==> config.mk <==
export PLATFORM = sky130hd
export DESIGN_NAME = priority_decoder_flat
export DESIGN_NICKNAME = d
export VERILOG_FILES = /design/src/rtl/priority_decoder_pkg.sv /design/src/rtl/priority_decoder_if.sv /design/src/rtl/priority_decoder_stable_cnt.sv /design/src/rtl/priority_decoder.sv /design/src/flat_wrapper.sv
export SDC_FILE = /design/constraint.sdc
export NUM_CORES = 1
export LEC_CHECK = 0
export ABC_AREA = 1
export CAP_MARGIN = 15
export CORE_UTILIZATION = 53
export CTS_CLUSTER_DIAMETER = 80
export DETAILED_ROUTE_END_ITERATION = 7
export PLACE_DENSITY = 0.77
export SKIP_CTS_REPAIR_TIMING = 1
export SYNTH_ARGS = -nofsm -noshare
export SYNTH_HDL_FRONTEND = slang
export SYNTH_SLANG_ARGS = --single-unit
==> constraint.sdc <==
create_clock -name clk -period 2.1 [get_ports clk]
set_input_delay 0.525 -clock clk [delete_from_list [all_inputs] [get_ports clk]]
set_output_delay 0.525 -clock clk [all_outputs]
set_load 0.02 [all_outputs]
==> src/rtl/priority_decoder_pkg.sv <==
// priority_decoder_pkg: shared widths, FSM state encoding, idle code and line decode helper.
package priority_decoder_pkg;
   localparam int CODE_W = 3;
   localparam int LINES = 8;
   typedef enum logic [1:0] {
      IDLE = 2'd0,
      QUALIFY = 2'd1,
      ACTIVE = 2'd2
   } state_t;
   // MSB set marks the idle code, otherwise the low bits carry the line index
   typedef logic [CODE_W:0] code_t;
   localparam code_t IDLE_CODE = code_t'(1 << CODE_W);
   function automatic logic [LINES-1:0] onehot(input code_t c);
      return c[CODE_W] ? '0 : LINES'(1) << c[CODE_W-1:0];
   endfunction
endpackage

==> src/rtl/priority_decoder_if.sv <==
// priority_decoder_if: encoder-side inputs and reconstructed line outputs.
interface priority_decoder_if;
   import priority_decoder_pkg::*;
   logic en;
   logic GS;
   logic EO;
   logic [CODE_W-1:0] A;
   logic [LINES-1:0] sel_n;
   logic valid;
   logic busy;
   logic err;
   modport master(output en, GS, EO, A, input sel_n, valid, busy, err);
   modport slave(input en, GS, EO, A, output sel_n, valid, busy, err);
endinterface

==> src/rtl/priority_decoder_stable_cnt.sv <==
// stable_cnt: saturating run-length counter; hit flags the edge on which MAX is reached.
module stable_cnt #(
   parameter int MAX = 4
) (
   input  logic       clk,
   input  logic       rst,
   input  logic       load,
   input  logic       inc,
   input  logic       clr,
   output logic [3:0] cnt,
   output logic       hit
);
   always_comb hit = load ? (MAX == 1) : inc && ({1'b0, cnt} + 5'd1 >= 5'(MAX));
   always_ff @(posedge clk or negedge rst)
      if (!rst) cnt <= '0;
      else cnt <= clr ? '0 : load ? 4'd1 : (inc && cnt < 4'(MAX)) ? cnt + 4'd1 : cnt;
endmodule

==> src/rtl/priority_decoder.sv <==
// priority_decoder: rebuilds an active-low one-hot line vector from a priority encoder's outputs,
// updating only after a code has been sampled STABLE_CYCLES times in a row.
module priority_decoder
   import priority_decoder_pkg::*;
#(
   parameter int   STABLE_CYCLES = 4,
   parameter logic IDLE_LEVEL = 1'b1
) (
   input logic clk,
   input logic rst,
   priority_decoder_if.slave bus
);
   code_t samp, pres, pend, pin_code;
   logic samp_ill, ill, load, inc, clr, hit, cancel;
   logic [3:0] cnt;
   state_t state;
   always_comb begin
      ill = !bus.GS && !bus.EO;
      pin_code = (bus.en || bus.GS || ill) ? IDLE_CODE : {1'b0, bus.A};
      cancel = state == QUALIFY && samp == pres;
      load = state == QUALIFY ? samp != pres && samp != pend : samp != pres;
      inc = state == QUALIFY && samp == pend;
      clr = hit || cancel;
   end
   stable_cnt #(.MAX(STABLE_CYCLES)) u_cnt (
      .clk(clk), .rst(rst), .load(load), .inc(inc), .clr(clr), .cnt(cnt), .hit(hit)
   );
   always_ff @(posedge clk or negedge rst)
      if (!rst) begin
         samp <= IDLE_CODE;
         samp_ill <= 1'b0;
         pres <= IDLE_CODE;
         pend <= IDLE_CODE;
         state <= IDLE;
         bus.sel_n <= {LINES{IDLE_LEVEL}};
         bus.valid <= 1'b0;
         bus.busy <= 1'b0;
         bus.err <= 1'b0;
      end else begin
         samp <= pin_code;
         samp_ill <= ill;
         bus.err <= samp_ill;
         bus.valid <= hit;
         if (load) pend <= samp;
         if (hit) begin
            pres <= samp;
            bus.sel_n <= {LINES{IDLE_LEVEL}} ^ onehot(samp);
            state <= samp == IDLE_CODE ? IDLE : ACTIVE;
            bus.busy <= 1'b0;
         end else if (cancel) begin
            state <= pres == IDLE_CODE ? IDLE : ACTIVE;
            bus.busy <= 1'b0;
         end else if (load) begin
            state <= QUALIFY;
            bus.busy <= 1'b1;
         end
      end
endmodule

==> src/flat_wrapper.sv <==
// flat-port wrapper written by rule: the top's interface ports become plain ports
module priority_decoder_flat import priority_decoder_pkg::*;
#(
   parameter int   STABLE_CYCLES = 4,
   parameter logic IDLE_LEVEL = 1'b1
)
  (clk, rst, bus_en, bus_GS, bus_EO, bus_A, bus_sel_n, bus_valid, bus_busy, bus_err);
  priority_decoder_if bus_i ();
  input logic clk;
  input logic rst;
  input wire logic [$bits(bus_i.en)-1:0] bus_en;
  input wire logic [$bits(bus_i.GS)-1:0] bus_GS;
  input wire logic [$bits(bus_i.EO)-1:0] bus_EO;
  input wire logic [$bits(bus_i.A)-1:0] bus_A;
  output wire logic [$bits(bus_i.sel_n)-1:0] bus_sel_n;
  output wire logic [$bits(bus_i.valid)-1:0] bus_valid;
  output wire logic [$bits(bus_i.busy)-1:0] bus_busy;
  output wire logic [$bits(bus_i.err)-1:0] bus_err;
  assign bus_i.en = bus_en;
  assign bus_i.GS = bus_GS;
  assign bus_i.EO = bus_EO;
  assign bus_i.A = bus_A;
  assign bus_sel_n = bus_i.sel_n;
  assign bus_valid = bus_i.valid;
  assign bus_busy = bus_i.busy;
  assign bus_err = bus_i.err;
  priority_decoder #(.STABLE_CYCLES(STABLE_CYCLES), .IDLE_LEVEL(IDLE_LEVEL)) u_core (.clk(clk), .rst(rst), .bus(bus_i));
endmodule
Word-level counts from Yosys, hierarchy flattened
Index checks and enable logic that the tools add are counted.
Word-level totals
  logic and storage cells: 51
  input bits: 8
  register bits: 30
Operators by class
  add/subtract/negate cells: 2
  order comparisons: 2
  muxes and demuxes: 15
  shift operators: 1
  equal/unequal tests: 7
  reduce and logical (&&, ||, !) cells: 13
  bitwise gates (word level): 1
Operators by type and width (number)
  4-bit two-way mux: 4
  2-bit two-way mux: 5
  4-bit == test: 2
  4-bit == test, second input constant: 2
  8-bit two-way mux: 1
  4-bit != test: 2
  8-bit inverter: 1
  1-bit by 3-bit << shifter with 8-bit output, first input constant: 1
  1-bit logical AND: 6
  3-bit nonzero test: 2
  4-bit by 1-bit adder with 5-bit output, second input constant: 1
  5-bit by 3-bit >= comparator with 1-bit output, second input constant: 1
  1-bit two-way mux: 5
  4-bit by 1-bit adder with 4-bit output, second input constant: 1
  4-bit by 3-bit < comparator with 1-bit output, second input constant: 1
  1-bit logical OR: 3
  2-bit by 1-bit == test with 1-bit output, second input constant: 1
  1-bit logical NOT: 2

Longest topological paths before layout
Gate-level depths: netlist of the first run.
  word-level depth: 6
  mapped depth: 10

Hierarchy
A second synthesis of the first run with hierarchy kept.
Unflattened totals
  cells, all modules: 165
  area total of the unflattened synthesis: 1380.1 um^2
By module, submodules not included
  priority_decoder: cells each 129, area an instance 1111.1 um^2, instances 1
  stable_cnt: cells each 36, area an instance 269.0 um^2, instances 1

Least setup slack after synthesis of the first run
OpenSTA, ideal clock, no wires.
  path type: reg-to-reg
  from: reg u_core.samp[3]
  to: reg u_core.state[1]
  required time: 1979 ps
  stages on the path, launching flop included: 11
  path buffers: 1
  path slack: 602 ps
  arrival time: 1377 ps
  cells stage by stage: dfstp_2 -> buf_6 -> inv_2 -> nand2_1 -> nand2_1 -> nor2_2 -> nand3_4 -> nand2_1 -> inv_1 -> nand3_1 -> nand2_1
On the way
  longest elaborated chain between the ends: 5
  elaborated cells between the ends (all ways): 15
  classes of those cells: eq/ne (5); mux (5); reduce/logical (5)
Ends and longest elaborated chain
  start, declared: RTL line priority_decoder.sv:13  | code_t samp, pres, pend, pin_code;
  start signal, assigned: RTL line priority_decoder.sv:40  | samp <= pin_code;
  4-bit != test or 4-bit == test (tied branches): RTL line priority_decoder.sv:21, priority_decoder.sv:22
  1-bit logical AND (on tied branches): RTL line priority_decoder.sv:21, priority_decoder.sv:22
  1-bit two-way mux or 1-bit logical AND (tied branches): RTL line priority_decoder.sv:21, priority_decoder_stable_cnt.sv:13
  1-bit two-way mux: RTL line priority_decoder_stable_cnt.sv:13  | always_comb hit = load ? (MAX == 1) : inc && ({1'b0, cnt} + 5'd1 >= 5'(MAX));
  3-bit nonzero test (no line) or 2-bit two-way mux (tied branches)
  end signal, assigned: RTL line priority_decoder.sv:48  | state <= samp == IDLE_CODE ? IDLE : ACTIVE;
  end signal, assigned: RTL line priority_decoder.sv:51  | state <= pres == IDLE_CODE ? IDLE : ACTIVE;
  end, declared: RTL line priority_decoder.sv:16  | state_t state;
Several ways; a longest one is shown, not always the timed one.
A chain may end at the register's enable or synchronous reset.

Worst setup path after layout of the first run
  from: reg u_core.bus.sel_n[2]
  to: out bus_sel_n[2]
RTL lines
  start, declared: RTL line priority_decoder_if.sv:13  | modport slave(input en, GS, EO, A, output sel_n, valid, busy, err);
  start signal, assigned: RTL line priority_decoder.sv:35  | bus.sel_n <= {LINES{IDLE_LEVEL}};
  start signal, assigned: RTL line priority_decoder.sv:47  | bus.sel_n <= {LINES{IDLE_LEVEL}} ^ onehot(samp);
  end, declared: RTL line flat_wrapper.sv:15  | output wire logic [$bits(bus_i.sel_n)-1:0] bus_sel_n;
No word-level cell between the ends.

==> results of run 1 <==
-- sequential cells by signal (all words and copies together) (netlist names) --
signal            flops
u_core.bus.err        1
u_core.bus.sel_n      8
u_core.bus.valid      1
u_core.pend           4
u_core.pres           4
u_core.samp           4
u_core.samp_ill       1
u_core.state          2
u_core.u_cnt.cnt      4
-- how the worst max path moves through the flow --
stage / cells past startpoint / endpoint / startpoint / slack, ns
finish: 1 / bus_sel_n[2] / u_core.bus.sel_n[2] / 0.10
global route: 1 / bus_sel_n[5] / u_core.bus.sel_n[5] / 0.05
CTS: 1 / bus_sel_n[2] / u_core.bus.sel_n[2] / 0.08
detailed placement: 10 / u_core.u_cnt.cnt[0] / u_core.u_cnt.cnt[0] / 0.40
global placement: 1 / bus_sel_n[6] / u_core.bus.sel_n[6] / 0.47
floorplan: 10 / u_core.state[1] / u_core.samp[3] / 0.60
-- synth_stat cells --
library cell / n
o21ai_1: 1
nor2_4: 1
buf_6: 3
inv_1: 19
dfrtp_1: 18
nand4_1: 4
nand2_2: 3
o21ai_0: 11
nor2_1: 19
nand3_4: 1
a21oi_1: 3
buf_12: 1
dfstp_2: 11
nand3_2: 1
ha_1: 2
nand3_1: 12
nand2_1: 45
nor3_1: 4
nor2_2: 1
inv_2: 4
clkinv_4: 1
o21a_1: 4
-- layer usage --
| layer | up-vias | GRT usage, % | routed length, um |
|---|---|---|---|
| li1 | 580 | - | - |
| met1 | 530 | 25.6 | 1170 |
| met2 | 16 | 38.1 | 1330 |
| met3 | 8 | 5.93 | 79 |
| met4 | 0 | 14.5 | 69 |
| met5 | - | 0 | 0 |
-- final cells by class --
| type | count | area share [%] |
|---|---|---|
| repair buffers | 20 | 11.7 |
| clock inverters | 3 | 1.05 |
| well taps | 30 | 2.26 |
| clock buffers | 5 | 2.26 |
| multi-input cells | 112 | 32.5 |
| inverters | 24 | 5.72 |
| flip-flops and latches | 29 | 44.5 |
-- kinds of logic (layout without fill, tap and decap cells) --
kind of cell,count (synthesis),count (layout),share of synthesized area [%]
fa+ha+maj,2,2,1.75
compound gates,19,19,7.36
flops,29,29,51.8
simple gates,91,91,28.7
buf+inv,28,52,10.4
-- power groups by stage --
stage / clock (uW) / combinational [uW] / sequential, uW
after floorplan: 0 / 550 / 1010
after global placement: 0 / 918 / 904
after detailed placement: 0 / 936 / 910
after CTS: 334 / 942 / 902
after global routing: 354 / 1050 / 927
final: 324 / 936 / 901
-- metrics by stage --
step / hold slack, ns / util [%]
2_1_floorplan: 0.229 / -
3_3_place_gp: 0.338 / 63.7
3_5_place_dp: 0.340 / 63.7
4_1_cts: 0.364 / 65.9
5_1_grt: 0.374 / 65.9
6_report: 0.359 / 65.9
==> out/metrics.yaml, run 1 <==
run_status:
  status: "completed"
yosys:
  synth_top_area_cell: "dfrtp_1"
  avgSynthCellArea_um2: 8.45
  seq_area_frac_synth_pct: 51.8
  syn_area_mm2: 0.00143
  synthDominantCellAreaShare_pct: 31.6
  synthCells: 169
  ys_seq_elements: 29
  synth_area_leaders: "dfrtp_1 32%, dfstp_2 20%, nand2_1 12%"
  yosysWarnings: 0
  syn-num-nets: 179
  yosysUniqueCellTypes: 22
place:
  dp_hpwl_um: 1910
  gp_congestion: 0.786
  place_ws_ns: 0.396
  post_dp_cell_area_mm2: 0.00161
  io_buffer_count: 18
  dp_cells: 215
timing:
  worst_pin_slew_ns: 0.363
  relSlewSlack_pct: 75.8
  setup_slack_ns: 0.101
  tns_ns: 0
  min_period_over_period_pct: 95.2
  hold_viol: 0
  setup_violations: 0
  finClkSkew_ns: 0.0128
  fin_crit_ns: 2.00
  slew_viol_final: 0
  grt_setup_unrepaired: "false"
  max_freq_ghz: 0.500
die:
  core_area_mm2: 0.00252
  num_rows: 18
  io_pins: 19
  die_h_um: 53.9
  initial_core_util_pct: 56.6
  die-area_mm2: 0.00291
  die_w_um: 53.9
global_routing:
  grt.total_usage_pct: 22.8
  grt_start_max_net_pins: 30
  antenna_found_initial: 0
  grt_pass1_vias: 1065
  overflow: 0
  grt_pass1_wl_um: 4350
detailed_routing:
  post_drt_wl_per_cell_um: 11.9
  ant_nets: 0
  wl_um: 2650
  dr.pass1.iters: 4
  via_count: 1134
  first_iter_violations: 13
  viasPerCell: 5.09
  route.detailed.drc: 0
cts:
  cts_root_buf: "clkbuf_4"
  cts_max_path_buffers: 2
  cts.sinks: 29
  cts_buffers: 5
  cts_tree: "yes"
  clk_pin_slew_ns: 0.10
  htreeDepth: 2
  clk_latency_ns: 0.34
setup_path:
  cp-start-kind: "flip-flop"
  cp.arrival_ns: 1.47
  cp_max_fo: 2
  critPathBufInv: 1
  r2r_start: "u_core.u_cnt.cnt[0]"
  critPathMaxStageDelay_ns: 0.59
  slowest_stage: "clkdlybuf4s50_1"
  cp-end-kind: "output pin"
  critPathTopFamily: "buffers and inverters"
  r2r_end: "u_core.u_cnt.cnt[0]"
  r2r_slack_ns: 0.35
  crit_type: "flip-flop to output pin"
  path_cells: "clkdlybuf4s50_1"
  cp_data_required_time_ns: 1.57
  rr_worst_depth: 10
cells_and_area:
  layout_common_cells: "45 x nand2_1, 19 x inv_1, 19 x nor2_1, 18 x clkdlybuf4s50_1, 18 x dfrtp_1"
  final_area_mm2: 0.00166
  nFillCells: 221
  nNetsFinal: 202
  seq_area_um2: 739
  multi_input_area_um2: 539
  layout_commonest_cell: "nand2_1"
  drive_gt1_share_pct: 17.1
  n_antenna_cell: 0
  stdcell_count: 223
  syn2layout_area_growth_pct: 16.4
worst_hold_path:
  hold_path_end: "u_core.bus.err"
  holdPathStages: 0
  min_from: "u_core.samp_ill"
  min_path_type: "flip-flop to flip-flop"
power:
  clockPowerShare_pct: 15.0
  peakVddDrop_v: 0.000899
  p_seq_share_pct: 41.7
  finalPower_uw: 2160
  power_density_mw_per_mm2: 1300
  combPwrFrac_pct: 43.3
  power.internal_uw: 1310
  p_sw_uw: 849
  swShare_pct: 39.3
  p_leak_uw: 0.000804
job:
  maxCapViolCount: 0
Note: power is estimated with default switching activity, not from simulation.
==> run 2, diff against run 1 <==
CORE_UTILIZATION = 25   (was 53)
PLACE_DENSITY = default   (was 0.77)
RECOVER_POWER = 100   (was default)
SLEW_MARGIN = 25   (was default)
==> out/metrics.yaml, run 2 (same netlist as run 1, synthesis figures left out) <==
run_status:
  status: "completed"
cts:
  cts_max_path_buffers: 2  # unchanged
  cts_root_buf: "clkbuf_8"
  cts_tree: "yes"
  clk_latency_ns: 0.28  # -0.06 ns
  cts.sinks: 29  # unchanged
  cts_buffers: 5  # unchanged
  htreeDepth: 2  # unchanged
  clk_pin_slew_ns: 0.06  # -0.04 ns
timing:
  grt_setup_unrepaired: "false"
  relSlewSlack_pct: 51.6  # -24 points
  hold_viol: 0  # unchanged
  tns_ns: 0  # unchanged
  max_freq_ghz: 0.501  # +0.12%
  worst_pin_slew_ns: 0.727  # +0.363 ns
  slew_viol_final: 0  # unchanged
  fin_crit_ns: 2.00  # -0.00243 ns
  finClkSkew_ns: 0.00318  # -0.00964 ns
  setup_violations: 0  # unchanged
  hold_ws_ns: 0.355  # -0.00478 ns
  min_period_over_period_pct: 95.1  # -0.12 points
place:
  gp_congestion: 0.790  # +0.47%
  dp_hpwl_um: 1870  # -2.1%
  dp_cells: 258  # +20%
  io_buffer_count: 18  # unchanged
setup_path:
  cp-start-kind: "flip-flop"
  cp_data_required_time_ns: 1.57  # about the same
  critPathTopFamily: "buffers and inverters"
  critPathMaxStageDelay_ns: 0.66  # +0.07 ns
  cp-end-kind: "output pin"
  crit_type: "flip-flop to output pin"
  crit_path_start: "u_core.bus.sel_n[6]"
  cp_max_fo: 2  # unchanged
  r2r_start: "u_core.samp[3]"
  slowest_stage: "dlygate4sd3_1"
  path_cells: "dlygate4sd3_1"
  critPathBufInv: 1  # unchanged
  cp.arrival_ns: 1.47  # about the same
global_routing:
  grt.total_usage_pct: 9.81  # -13 points
  grt_start_max_net_pins: 30  # unchanged
  grt_pass1_vias: 1014  # -4.8%
  overflow: 0  # unchanged
  grt_pass1_wl_um: 4440  # +2.1%
  antenna_found_initial: 0  # unchanged
die:
  io_pins: 19  # unchanged
  die_h_um: 77.6  # +44%
  num_rows: 27  # +9
  die-area_mm2: 0.00602  # +110%
  core_area_mm2: 0.00551  # +120%
  initial_core_util_pct: 25.9  # -31 points
  die_w_um: 77.6  # +44%
cells_and_area:
  largest_reg_flops: 8  # unchanged
  n_antenna_cell: 0  # unchanged
  layout_common_cells: "46 x nand2_1, 20 x nor2_1, 19 x inv_1, 18 x dfrtp_1, 12 x nand3_1"
  stdcell_count: 266  # +19%
  nFillCells: 586  # +170%
  syn2layout_area_growth_pct: 21.6
  regMostFlops: "u_core.bus.sel_n"
  utilization_pct: 31.5  # -34 points
  drive_gt1_share_pct: 14.4  # -2.7 points
  nNetsFinal: 203  # +0.50%
  layout_commonest_cell: "nand2_1"
detailed_routing:
  route.detailed.drc: 0  # unchanged
  dr.pass1.iters: 4  # unchanged
  viasPerCell: 4.08  # -20%
  ant_nets: 0  # unchanged
  first_iter_violations: 30  # +17
  post_drt_wl_per_cell_um: 9.71  # -18%
  via_count: 1084  # -4.4%
  wl_um: 2580  # -2.5%
power:
  power_density_mw_per_mm2: 1270  # -2.2%
  peakVddDrop_v: 0.000505  # -44%
  p_leak_uw: 0.000820  # +2.0%
worst_hold_path:
  min_path_type: "flip-flop to flip-flop"
  min_from: "u_core.samp_ill"
job:
  maxCapViolCount: 0  # unchanged
-- run 2: stage by stage --
step	total power (uW)	area, um2	setup slack, ns
after floorplan	1560	1430	0.602
after global placement	1840	1670	0.458
after detailed placement	1850	1670	0.466
after global routing	2390	1740	0.0652
final	2210	1740	0.104
after CTS	2290	1750	0.158
-- run 2: layout make-up --
class	count	area, um2	area share, %
Tap cell	72	90.1	5.19
Multi-Input combinational cell	112	534	30.8
Inverter	24	95.1	5.48
Clock buffer	8	80.1	4.61
Timing Repair Buffer	21	196	11.3
Sequential cell	29	739	42.6
-- run 2: worst paths after layout --
path | end | slack [ns] | cells after the start
max | bus_sel_n[6] | 0.10 | 1
min | u_core.bus.err | 0.35 | 0
max reg2reg | u_core.pend[2] | 0.28 | 8
min reg2reg | u_core.bus.err | 0.35 | 0
max in group asynchronous | u_core.bus.err | 0.78 | 2
min in group asynchronous | u_core.pres[2] | 0.85 | 2
-- run 2: metal layers --
layer / up-vias / GRT usage (%) / wire [um]
met1: 484 / 11.3 / 1230
met2: 15 / 15.3 / 1180
met5: - / 0 / 0
li1: 579 / - / -
met4: 0 / 6.23 / 68
met3: 6 / 3.65 / 100
-- run 2: worst register-to-register path: cells and delay by family (launching register included) --
family	cells	cell delay, ns
AOI/OAI and AO/OA	1	0.13
buffers and inverters	2	0.37
DFF	1	0.53
and+or+nand+nor	5	0.64
-- run 2: power breakdown --
part	total (uW)	switching, uW	internal, uW
combinational	877	525	353
sequential	897	105	792
clock	433	198	235
total	2210	827	1380
==> run 3, diff against run 2 <==
GPL_ROUTABILITY_DRIVEN = 0   (was default)
==> results of run 3 <==
No change in the layout: final DEF, timing and power equal those of run 2.
==> variant 1 (settings of run 3) <==
Change the package constant `CODE_W` from 3 to 4.
--- a/src/rtl/priority_decoder_pkg.sv
+++ b/src/rtl/priority_decoder_pkg.sv
@@ -1,5 +1,5 @@
 // priority_decoder_pkg: shared widths, FSM state encoding, idle code and line decode helper.
 package priority_decoder_pkg;
-   localparam int CODE_W = 3;
+   localparam int CODE_W = 4;
    localparam int LINES = 8;
    typedef enum logic [1:0] {
Ports: changed (resized bus_A); port bits go from 19 to 20. No check against the original RTL was run, so the function may have changed too.
==> variant 1 against run 3 <==
Area after synthesis is 8.9% higher. Sequential power grew 7.5%. Non-clock buffer count unchanged. Power rose by 8.9%. Routed wire length rose by 15%. Critical path type unchanged. Largest power group unchanged. Sequential cell count increased by 3. Setup slack got worse by 0.0076 ns. Final cell count rose by 13%. Sequential share of layout area decreased by 0.089 points. Register-to-register slack better by 0.02 ns. Synthesized cell count increased by 18%. Design area increased by 10%. First-iteration DRC count rose by 110%.
==> variant 1: results (changes against run 3) <==
| Metric | Value |
|---|---|
| Status | `completed (unchanged)` |
| Power in the clock group | `0.588 mW (was 0.433 mW)` |
| Combinational share of power | `35.5% (was 39.7%)` |
| R2R Path End | `u_core.u_cnt.cnt[0] (was u_core.pend[2])` |
| Net Count, Synth | `210 (was 179)` |
| Slew @ Worst Pin | `0.8011 ns (was 0.7267 ns)` |
| Worst Reg-to-Reg Cells | `9 (was 8)` |
| Clock skew | `0.005014 ns (was 0.003184 ns)` |
| First-pass GRT wire length | `5.271 mm (was 4.443 mm)` |
| NetSw | `0.8651 mW (was 0.8275 mW)` |
| Synth Area in Compound Gates | `4.911% (was 7.362%)` |
| Post-Synth Adder-Cell Area | `1.610% (was 1.753%)` |
| Seq/Total Area, Yosys | `52.42% (was 51.80%)` |
| Syn Area/Cell | `7.809 um^2 (was 8.447 um^2)` |
| Max rail drop VDD | `588.4 uV (was 505.4 uV)` |
| Vias in the first global route | `1130 (was 1014)` |
| Synth unique cells | `23 (was 22)` |
| Fillers | `653 (was 586)` |
| Register-to-register setup slack | `0.30 ns (was 0.28 ns)` |
| Leading post-synthesis cells by cell area | `dfrtp_1 (34%), nand2_1 (19%), dfstp_2 (19%) (was dfrtp_1 (32%), dfstp_2 (20%), nand2_1 (12%))` |
| Post-Layout Cell Count | `300 (was 266)` |
| Post-DR wirelength/cell | `9.943 um (was 9.711 um)` |
| Clk pwr share | `24.4% (was 19.6%)` |
| Post-Place Cells | `292 (was 258)` |
| Min Hold Slack | `0.3515 ns (was 0.3547 ns)` |
| Tot GR Track Use | `10.71% (was 9.807%)` |
| Area after DPL | `0.001829 mm^2 (was 0.001667 mm^2)` |
| HPWL after detailed placement | `2.084 mm (was 1.868 mm)` |
| Nets@finish | `235 (was 203)` |
| Setup WS post-layout | `0.09623 ns (was 0.1038 ns)` |
| Post-synthesis mux area share | `0% (unchanged)` |
| Initial drt markers | `63 (was 30)` |
| Port buffer count | `19 (was 18)` |
| Share of cells above drive strength 1 | `12.44% (was 14.43%)` |
| R2r startpoint | `u_core.samp[4] (was u_core.samp[3])` |
| Largest net degree at the start of global routing | `33 (was 30)` |
| Place WS | `0.4603 ns (was 0.4664 ns)` |
-- variant 1: cell count changes in the layout (fill, tap and decap cells not counted), sizes merged, moves of 2 or more --
cell,run 3,this run
clkbuf,10,7
o21a,4,0
nor2,21,23
dfrtp,18,21
nand3,14,8
nand2,48,80
inv,23,29
nor3,4,2
a21oi,3,1
-- variant 1: cells by family (layout without fill, tap and decap cells) --
kind of cell | count (synthesis) | count (layout)
buf+inv | 33 | 59
compound gates | 13 | 13
flops | 32 | 32
fa+ha+maj | 2 | 2
simple gates | 119 | 119
-- variant 1: final cells by class --
class                   count  share of cell area [%]
clock buffers               6                   3.788
well taps                  75                   4.899
multi-input cells         134                   30.44
clock inverters             2                   1.829
repair buffers             21                   10.58
inverters                  30                   5.944
flip-flops and latches     32                   42.52
-- variant 1: metal layers --
metal,part of all wire (%),vias to the layer above,GRT usage [%],wire length [um]
met1,53,562,15.37,1577
met3,4.2,7,3.034,124
met5,0,-,0,0
met4,1.6,0,4.821,48
met2,41,24,14.71,1232
li1,-,657,-,-
==> variant 2 (config.mk and constraints of run 3) <==
Made on the original files. Make the reset (`rst`) synchronous in 2 clocked blocks.
--- a/src/rtl/priority_decoder_stable_cnt.sv
+++ b/src/rtl/priority_decoder_stable_cnt.sv
@@ -12,5 +12,5 @@
 );
    always_comb hit = load ? (MAX == 1) : inc && ({1'b0, cnt} + 5'd1 >= 5'(MAX));
-   always_ff @(posedge clk or negedge rst)
+   always_ff @(posedge clk)
       if (!rst) cnt <= '0;
       else cnt <= clr ? '0 : load ? 4'd1 : (inc && cnt < 4'(MAX)) ? cnt + 4'd1 : cnt;
--- a/src/rtl/priority_decoder.sv
+++ b/src/rtl/priority_decoder.sv
@@ -26,5 +26,5 @@
       .clk(clk), .rst(rst), .load(load), .inc(inc), .clr(clr), .cnt(cnt), .hit(hit)
    );
-   always_ff @(posedge clk or negedge rst)
+   always_ff @(posedge clk)
       if (!rst) begin
          samp <= IDLE_CODE;
Behaviour: differs if rst is asserted again (counterexample within 4 cycles, from zero or initial values and one cycle with rst low); with rst held inactive, the same outputs for 10 cycles.
==> variant 2 against run 3 <==
Global-route usage rose by 1.1 points. Routed wire length rose by 13%. Setup slack improved by 0.17 ns. Synthesized cell count rose by 18%. Design area fell by 0.43%. Via count rose by 14%. Sequential cell count rose by 1. Area after synthesis fell by 2.6%. Count of clock-buffer cells in the layout fell by 3.
Power is not compared: it rests on default switching activity, and its combinational part moved more than twofold at a synthesized area within 25%.
==> variant 2: results (changes against run 3) <==
| Metric | Value |
|---|---|
| HPWL after detailed placement | `2.122 mm (was 1.868 mm)` |
| Drt pass-1 iters | `4 (unchanged)` |
| Clk slew on worst S/H paths | `0.07 ns` |
| Nets@finish | `232 (was 203)` |
| Yosys warns | `0 (unchanged)` |
| Fillers | `570 (was 586)` |
| CTS max path bufs | `2 (unchanged)` |
| Worst Reg-to-Reg Cells | `10 (was 8)` |
| Seq/Total Area, Yosys | `43.20% (was 51.80%)` |
| Hold Path Class | `reg2reg (unchanged)` |
| Net Count, Synth | `210 (was 179)` |
| CTS Root Cell | `clkbuf_8 (unchanged)` |
| Largest Register | `u_core.bus.sel_n (unchanged)` |
| CTS Buf Count | `5 (unchanged)` |
| H-tree levels | `2 (unchanged)` |
| Critical Path Max Stage Delay | `0.68 ns (was 0.66 ns)` |
| Crit. Startpoint | `u_core.bus.sel_n[0] (was u_core.bus.sel_n[6])` |
| First-pass GRT wire length | `5.023 mm (was 4.443 mm)` |
| CP Max Fanout | `2 (unchanged)` |
| WP data arrival | `1.30 ns (was 1.47 ns)` |
| R2R Path End | `u_core.bus.sel_n[6] (was u_core.pend[2])` |
| Status | `completed (unchanged)` |
| CP Capture Point | `bus_sel_n[0] (was bus_sel_n[6])` |
| Residual DRC count | `0 (unchanged)` |
| Max FFs per register | `8 (unchanged)` |
| R2r startpoint | `u_core.u_cnt.cnt[0] (was u_core.samp[3])` |
| Max rail drop VDD | `between 300 and 400 uV` |
| Port buffer count | `18 (unchanged)` |
| Initial drt markers | `57 (was 30)` |
| Skew-Pair Late Insertion Delay | `0.28 ns (about the same)` |
| Sw frac | `23.35%` |
| Leakage | `0.7966 nW` |
| Register-to-register setup slack | `0.36 ns (was 0.28 ns)` |
| Top delay family on crit path | `buffers and inverters (unchanged)` |
| Largest net degree at the start of global routing | `23 (was 30)` |
| Synth unique cells | `24 (was 22)` |
| Post-DR wirelength/cell | `10.00 um (was 9.711 um)` |
| Initial antenna violation count | `0 (unchanged)` |
| Vias in the first global route | `1143 (was 1014)` |
| Predominant post-synthesis flop cell | `dfxtp_1 (was dfrtp_1)` |
| Commonest cells post-synth | `nand2_1 (51), nor2_1 (32), dfxtp_1 (30) (was nand2_1 (45), inv_1 (19), nor2_1 (19))` |
| Tot GR Track Use | `10.94% (was 9.807%)` |
| Share of cells above drive strength 1 | `8.072% (was 14.43%)` |
| Diode count | `0 (unchanged)` |
| Fraction of registers with async set/reset | `0% (was 100.0%)` |
| Cell at the slowest stage of the critical path | `dlygate4sd3_1 (unchanged)` |
| Slew @ Worst Pin | `0.3755 ns (was 0.7267 ns)` |
| Leading post-synthesis cells by cell area | `dfxtp_1 (43%), nand2_1 (14%), nor2_1 (8.6%) (was dfrtp_1 (32%), dfstp_2 (20%), nand2_1 (12%))` |
| Clock skew | `0.004570 ns (was 0.003184 ns)` |
| Via-to-Cell Ratio | `4.225 (was 4.075)` |
[variant 2: changes by cell type after synthesis, moves of 3 or more]
cell / before / now
dfxtp_1: 0 / 30
dfrtp_1: 18 / 0
nor2_1: 19 / 32
dfstp_2: 11 / 0
nand2_1: 45 / 51
inv_1: 19 / 24
o21ai_1: 1 / 6
nand3_1: 12 / 16
o21a_1: 4 / 0
buf_4: 0 / 3
o21ai_0: 11 / 8
[variant 2: worst min-delay path by stage]
stage	from	endpoint	slack, ns	depth (start not counted)
after floorplan	u_core.samp_ill	u_core.bus.err	0.39	2
after global placement	u_core.samp_ill	u_core.bus.err	0.41	2
after detailed placement	u_core.samp_ill	u_core.bus.err	0.41	2
after CTS	u_core.samp_ill	u_core.bus.err	0.43	2
after global routing	u_core.samp_ill	u_core.bus.err	0.44	2
final	u_core.samp_ill	u_core.bus.err	0.42	2
[variant 2: layout make-up]
class	count	area share, %
inverter	28	6.083
clock inverter	3	2.607
timing repair buffer	22	12.17
multi-input combinational	135	35.34
tap	70	5.069
clock buffer	5	3.983
sequential	30	34.76
[variant 2: per-stage QoR]
step	cell area, um^2	std cells	total power [mW]	setup slack (ns)
global placement	1635	285	0.7120	0.3634
CTS	1749	293	1.291	0.3351
detailed placement	1635	285	0.7123	0.3481
finish	1728	293	1.275	0.2746
floorplan	1390	200	0.6801	0.7392
global route	1728	293	1.330	0.1823
[variant 2: cell families after synthesis]
kind of cell	after synthesis	synth area share, %
xor gates and xnor gates	1	0.6302
DFF	30	43.20
AOI/OAI and AO/OA	22	9.541
and+or+nand+nor	110	33.48
adders and majority gates	2	1.800
buffers and inverters	35	11.34
[variant 2: routing by layer]
| metal | routed length, um | global-route usage (%) | up-vias |
|---|---|---|---|
| met5 | 0 | 0 | - |
| met4 | 51 | 6.346 | 0 |
| met3 | 102 | 2.874 | 6 |
| met2 | 1362 | 18.11 | 21 |
| met1 | 1414 | 12.66 | 542 |
| li1 | - | - | 669 |
[variant 2: power by group through the flow]
| stage | Combinational (mW) | Sequential [mW] | Clock, mW |
|---|---|---|---|
| after global placement | 0.104 | 0.608 | 0 |
| after detailed placement | 0.104 | 0.608 | 0 |
| after CTS | 0.105 | 0.595 | 0.591 |
| after global routing | 0.116 | 0.597 | 0.617 |
| after floorplan | 0.0729 | 0.607 | 0 |
| final | 0.0997 | 0.596 | 0.580 |
